`src/rtl/meas_shot_sched.sv`:
```
// meas_shot_sched: fires one element command a requested number of times,
// waits for the channel's done pulse after each shot, tallies the sign
// decisions and returns a single response record per request.
//
// state | meaning
// ------+------------------------------------------------------------
// IDLE  | ready for a request
// ISSUE | command strobe cycle for one shot
// WAIT  | waiting for meas_done, optional timeout running
// CAP   | tally sign decisions (valid the cycle after done)
// GAP   | idle cycles between shots
// RESP  | response record presented until rsp_ready
module meas_shot_sched #(
  parameter int CNT_W = 12,
  parameter int TMO_W = 16
) (
  input  logic             clk,
  input  logic             reset,
  input  logic             req_valid,
  output logic             req_ready,
  input  logic [63:0]      req_cmd,
  input  logic [CNT_W-1:0] req_nshot,
  input  logic [15:0]      req_gap,
  input  logic [TMO_W-1:0] timeout,
  output logic [63:0]      command,
  output logic             cstrobe,
  input  logic             meas_done,
  input  logic             meas_resultx,
  input  logic             meas_resulty,
  input  logic [31:0]      meas_xacc,
  input  logic [31:0]      meas_yacc,
  input  logic             meas_collision,
  output logic             rsp_valid,
  input  logic             rsp_ready,
  output logic [CNT_W-1:0] rsp_xones,
  output logic [CNT_W-1:0] rsp_yones,
  output logic [CNT_W-1:0] rsp_nshot,
  output logic [31:0]      rsp_xacc,
  output logic [31:0]      rsp_yacc,
  output logic [1:0]       rsp_err,
  output logic             busy
);

  typedef enum logic [2:0] {
    S_IDLE  = 3'd0,
    S_ISSUE = 3'd1,
    S_WAIT  = 3'd2,
    S_CAP   = 3'd3,
    S_GAP   = 3'd4,
    S_RESP  = 3'd5
  } state_t;

  state_t           state;
  logic [CNT_W-1:0] nshot_q;
  logic [15:0]      gap_q;
  logic [15:0]      gap_cnt;
  logic [TMO_W-1:0] wait_cnt;

  // Shot sequencer; the tallies double as the response record so they are
  // already registered and frozen while RESP waits for the consumer.
  always_ff @(posedge clk or posedge reset) begin
    if (reset) begin
      state     <= S_IDLE;
      req_ready <= 1'b0;
      cstrobe   <= 1'b0;
      rsp_valid <= 1'b0;
      busy      <= 1'b0;
      command   <= '0;
      nshot_q   <= '0;
      gap_q     <= '0;
      gap_cnt   <= '0;
      wait_cnt  <= '0;
      rsp_xones <= '0;
      rsp_yones <= '0;
      rsp_nshot <= '0;
      rsp_xacc  <= '0;
      rsp_yacc  <= '0;
      rsp_err   <= '0;
    end else begin
      // Collision is sticky for the whole request but never aborts it.
      if ((state inside {S_ISSUE, S_WAIT, S_CAP, S_GAP}) && meas_collision)
        rsp_err[1] <= 1'b1;

      case (state)
        S_IDLE: begin
          req_ready <= 1'b1;
          if (req_valid && req_ready) begin
            command   <= req_cmd;
            nshot_q   <= (req_nshot == '0) ? CNT_W'(1) : req_nshot;
            gap_q     <= req_gap;
            rsp_xones <= '0;
            rsp_yones <= '0;
            rsp_nshot <= '0;
            rsp_xacc  <= '0;
            rsp_yacc  <= '0;
            rsp_err   <= '0;
            req_ready <= 1'b0;
            busy      <= 1'b1;
            cstrobe   <= 1'b1;
            state     <= S_ISSUE;
          end
        end

        S_ISSUE: begin
          cstrobe  <= 1'b0;
          wait_cnt <= '0;
          state    <= S_WAIT;
        end

        S_WAIT: begin
          wait_cnt <= wait_cnt + TMO_W'(1);
          if (meas_done) begin
            rsp_xacc <= meas_xacc;
            rsp_yacc <= meas_yacc;
            state    <= S_CAP;
          end else if ((timeout != '0) && (wait_cnt + TMO_W'(1) == timeout)) begin
            rsp_err[0] <= 1'b1;
            rsp_valid  <= 1'b1;
            state      <= S_RESP;
          end
        end

        S_CAP: begin
          rsp_xones <= rsp_xones + CNT_W'(meas_resultx);
          rsp_yones <= rsp_yones + CNT_W'(meas_resulty);
          rsp_nshot <= rsp_nshot + CNT_W'(1);
          if (rsp_nshot + CNT_W'(1) == nshot_q) begin
            rsp_valid <= 1'b1;
            state     <= S_RESP;
          end else if (gap_q == '0) begin
            cstrobe <= 1'b1;
            state   <= S_ISSUE;
          end else begin
            gap_cnt <= gap_q;
            state   <= S_GAP;
          end
        end

        S_GAP: begin
          if (gap_cnt == 16'd1) begin
            cstrobe <= 1'b1;
            state   <= S_ISSUE;
          end else begin
            gap_cnt <= gap_cnt - 16'd1;
          end
        end

        S_RESP: begin
          if (rsp_ready) begin
            rsp_valid <= 1'b0;
            busy      <= 1'b0;
            req_ready <= 1'b1;
            state     <= S_IDLE;
          end
        end

        default: state <= S_IDLE;
      endcase
    end
  end

endmodule

```
`config.mk`:
```
export PLATFORM = sky130hd
export DESIGN_NAME = meas_shot_sched
export DESIGN_NICKNAME = d
export VERILOG_FILES = /design/src/rtl/meas_shot_sched.sv
export SDC_FILE = /design/constraint.sdc
export NUM_CORES = 1
export LEC_CHECK = 0
export ABC_CLOCK_PERIOD_IN_PS = 12500
export CAP_MARGIN = 20
export CELL_PAD_IN_SITES_DETAIL_PLACEMENT = 0
export CELL_PAD_IN_SITES_GLOBAL_PLACEMENT = 1
export CORE_AREA = 4 4 178 180
export DETAILED_ROUTE_END_ITERATION = 6
export DIE_AREA = 0 0 182 184
export GPL_ROUTABILITY_DRIVEN = 0
export PLACE_DENSITY = 0.85
export SETUP_SLACK_MARGIN = 0.1
export SYNTH_ARGS = -nofsm -noshare
export SYNTH_HDL_FRONTEND = slang
export SYNTH_SLANG_ARGS = --single-unit
```
`constraint.sdc`:
```
create_clock -name clk -period 12.5 [get_ports clk]
set_input_delay 1.875 -clock clk [delete_from_list [all_inputs] [get_ports clk]]
set_output_delay 1.875 -clock clk [all_outputs]
set_load 0.01 [all_outputs]
```
# Word-level counts from Yosys, hierarchy flattened
# Index checks and enable logic that the tools add are counted.
# word_totals
reg_bits,233
input_bits,180
word_cells,108
output_inout_bits,170
# classes
addsub,5
n_eq_ne,20
mux,41
n_reduce_logical,25
# op_table
cell,count
$pmux W32 S2,2
$mux W32,3
$pmux W12 S2,3
$pmux W16 S2,2
$mux W16,3
$add A12 B1 Y12,2
$mux W12,2
$mux W3,7
$pmux W3 S6,1
$add A16 B1 Y16 const B,1
$eq A16 B1 Y1 const B,1
$eq A16 B16 Y1,1
$logic_not A16 Y1,1
$reduce_bool A16 Y1,1
$sub A16 B1 Y16 const B,1
$ne A2 B2 Y1 const B,7
$add A12 B1 Y12 const B,1
$eq A12 B12 Y1,1
$logic_not A12 Y1,1
$mux W1,12
$reduce_and A4 Y1,3
$reduce_and A5 Y1,2
$reduce_bool A2 Y1,5
$ne A2 B1 Y1 const B,4
14 further kinds,24

# Depth between registers and ports, before layout
# logic_depth
depth_word,6
depth_mapped,11
depth_no_buf,8

# Least setup slack after synthesis
# OpenSTA, ideal clock, no wires.
# synth_timing
kind,input to register
startpoint,input timeout[1]
endpoint,register state[0]
n_path_buf,0
arrival_ps,3376
setup_time_ps,95
required_ps,12405
path_stages,7
setup_slack_ps,9028
path_cell_list,xor2_1 > a311oi_1 > o2111ai_1 > or4_4 > nor4b_4 > nor3_1 > o31ai_1
# synth_between
elab_chain_cells,4
word_cells_on_any_way,5
cone_classes,eq/ne (2); reduce/logical (3)
# synth_lines
element,line,rtl
"start, declared",24,"input logic [TMO_W-1:0] timeout,"
$eq A16 B16 Y1 or $reduce_bool A16 Y1 (tied branches),116,end else if ((timeout != '0) && (wait_cnt + TMO_W'(1) == timeout)) begin
$logic_and A1 B1 Y1 (*),116,
$ne A3 B2 Y1 (no source line) (*),--,
$reduce_and A4 Y1 (no source line) (*),--,
"end signal, assigned",115,state <= S_CAP;
"end signal, assigned",119,state <= S_RESP;
"end signal, assigned",129,state <= S_RESP;
"end, declared",53,state_t state;
# Every way passes the cells marked *; elsewhere a longest branch is shown, timed or not.
# A chain may end at the register's enable or synchronous reset.

==> impl_metrics.yaml <==
timing:
  maxSlewHeadroom_pct: 30.7
  grt_setup_unrepaired: "false"
  skew_ns: 0.0246
  hold_viol_final: 0
  finalCritPeriodShare_pct: 32.9
  finalCriticalPeriod_ns: 4.12
  slew_violations: 0
  final-setup-viol-count: 0
  fmax_ghz: 0.243
  tightest_slew_ns: 1.04
  setup_tns_ns: 0
  worst_slack_ns: 8.38
logic_synthesis:
  syn_inst: 1285
  syn_avg_cell_area_sq_um: 8.60
  ys_seq_elements: 233
  yosysWarnings: 0
  netlist_area_sq_um: 11000
  yosysSeqAreaShare_pct: 52.8
  syn-num-nets: 1473
  ys_types: 66
  synthArstFlopShare_pct: 100
  synth_edf_count: 0
  ys.flop_type: "dfrtp_1"
placed_design:
  dp_hpwl_microns: 23300
  preCtsSetupSlack_ns: 7.70
  io_buffers: 349
die:
  die_w_microns: 182
  die_area_sq_um: 33500
  start_util_pct: 36.6
  coreArea_sq_um: 30200
  die_y_microns: 184
  io_pins: 350
  rows: 64
detailed_routing:
  remaining_drc_errors: 0
  drt-initial-drc-count: 614
  ant_nets: 0
  wl_per_cell_microns: 16.5
  wl_microns: 33100
  avgViaCountPerCell: 5.06
  first_pass_iters: 5
  vias: 10137
job:
  maxCapViolCount: 0
clocking:
  holdBufCountCts: 0
  post-cts-setup-buffers: 0
  insertion_delay_ns: 0.54
  cts.sinks: 233
  cts_tree: "built"
  post_cts_resize_count: 0
  htree_levels: 1
  cts_buffer_depth: 3
  clkTransAtPathRegs_ns: 0.06
  root_buffer: "clkbuf_16"
  numCtsBuffers: 26
worst_setup_path:
  crit_slowest_cell: "buf_4"
  reg2reg_depth: 8
  cp.depth: 4
  cp_common_cell: "buf_4"
  path_buf_inv: 4
  crit_path_max_fanout: 96
  critPathMaxStageDelay_ns: 0.86
  path_class: "primary input to async pin"
  cp_cell_sequence: "clkdlybuf4s50_1, inv_8, buf_4, buf_4"
  worstSetupEndpointType: "async pin"
  cp_data_required_time_ns: 13.05
  arrival_ns: 4.66
  cpLargestDelayFamily: "buffers and inverters"
  start_kind: "primary input"
min_path:
  hp-class: "register to register"
  whs_path_depth: 2
power_and_ir_drop:
  power_frac_seq_pct: 36.8
  power.share.clock_pct: 21.8
  p_int_uw: 2140
  powerDensity_nw_per_um2: 217
  leakagePower_uw: 0.00678
  worst_ir_drop_vdd_v: 0.000123
  p_comb_share_pct: 41.4
  switchingPower_uw: 1260
  sw_frac_of_total_pct: 37.2
finish:
  area_growth_syn_to_layout_pct: 41.7
  fillers: 2834
  final_nets: 1781
  layout_common_cells: "nand2_1 (471), clkdlybuf4s50_1 (349), dfrtp_1 (233)"
  layout_commonest_cell: "nand2_1"
  final_layout_size_suffix_gt1_share_pct: 4.23
  n_antenna_cell: 0
outcome:
  status: "finished clean"
global_routing:
  grt_overflow: 0
  antenna_found_initial: 1
  grt_pass1_wl_microns: 53200
  grt_pass1_vias: 9922
  grt_usage_pct: 19.0
  grt_max_degree: 129
flip-flops by register name (all words and copies together), names as in the netlist, 16 cells and up:
| name | cells |
|---|---|
| command | 64 |
| rsp_xacc | 32 |
| gap_q | 16 |
| rsp_yacc | 32 |
| gap_cnt | 16 |
| wait_cnt | 16 |
stage by stage:
stage          cell area, sq um  total power [uW]  utilization (%)  hold WS [ns]  std cells
6_report                  15700              3400             51.8         0.469       2005
3_5_place_dp              14800              2680             49.1         0.461       1960
3_3_place_gp              14800              2650             49.1         0.457       1959
4_1_cts                   15600              3440             51.8         0.476       2004
2_1_floorplan             11000              1980                -         0.447       1285
5_1_grt                   15700              3660             51.8         0.492       2005
cells by family (layout without fill, tap and decap cells):
group                      Yosys count  count (layout)  synth area share, %
muxes                                5               5                0.453
buffers and inverters               93             417                 3.45
AOI/OAI and AO/OA                  246             246                 13.5
and+or+nand+nor                    667             667                 26.2
xor gates and xnor gates            33              33                 2.74
DFF                                233             233                 52.8
adders and majority gates            8               8                0.906
cell type report:
cell class / instances / area, sq um / area share, %
tap: 396 / 495 / 3.17
multi-input combinational: 959 / 4870 / 31.1
clock inverter: 8 / 71.3 / 0.456
sequential: 233 / 5830 / 37.3
clock buffer: 36 / 749 / 4.79
inverter: 13 / 56.3 / 0.360
timing repair buffer: 360 / 3580 / 22.8
layer usage:
metal	share of wire, %	global-route usage, %	wire (microns)
met2	45	30.8	15000
met3	11	7.60	3800
met1	42	24.2	13800
met5	0.024	0	8
met4	1.5	3.99	509
worst paths after layout:
kind,start,to,slack (ns)
min in group asynchronous,reset,command[18],1.87
hold / removal,command[6],command[6],0.47
setup reg to reg,rsp_nshot[0],gap_cnt[1],8.42
max in group clk,rsp_nshot[0],gap_cnt[1],8.42
setup / recovery,reset,rsp_xacc[18],8.38
hold reg to reg,command[6],command[6],0.47
tightest hold or removal path, stage by stage (launching register included):
cell     delay (ns)
dfrtp_1        0.34
nand2_1        0.05
nand2_1        0.05
power by group through the flow:
stage	registers, uW	logic (uW)	clock network (uW)
4_1_cts	1250	1430	764
3_3_place_gp	1250	1400	0
2_1_floorplan	1310	668	0
5_1_grt	1290	1570	796
3_5_place_dp	1260	1420	0
6_report	1250	1410	742
synth_stat cells (6+ instances only):
master | count | area [sq um]
nand3_1 | 46 | 230
nand4_1 | 13 | 81.3
o21ai_0 | 136 | 681
a21oi_1 | 28 | 140
nor3_1 | 20 | 100
nor2_1 | 51 | 191
o211ai_1 | 6 | 45.0
nand2_1 | 471 | 1770
o31ai_1 | 12 | 90.1
nor4_1 | 14 | 87.6
a31oi_1 | 13 | 81.3
o2bb2ai_1 | 11 | 96.3
buf_2 | 7 | 35.0
xor2_1 | 17 | 149
ha_1 | 8 | 100
or3_1 | 7 | 43.8
xnor2_1 | 15 | 131
inv_1 | 13 | 48.8
and3_1 | 7 | 43.8
nor2b_1 | 6 | 37.5
dfrtp_1 | 233 | 5830
clkbuf_1 | 64 | 240
(Power assumes the default switching activity.)
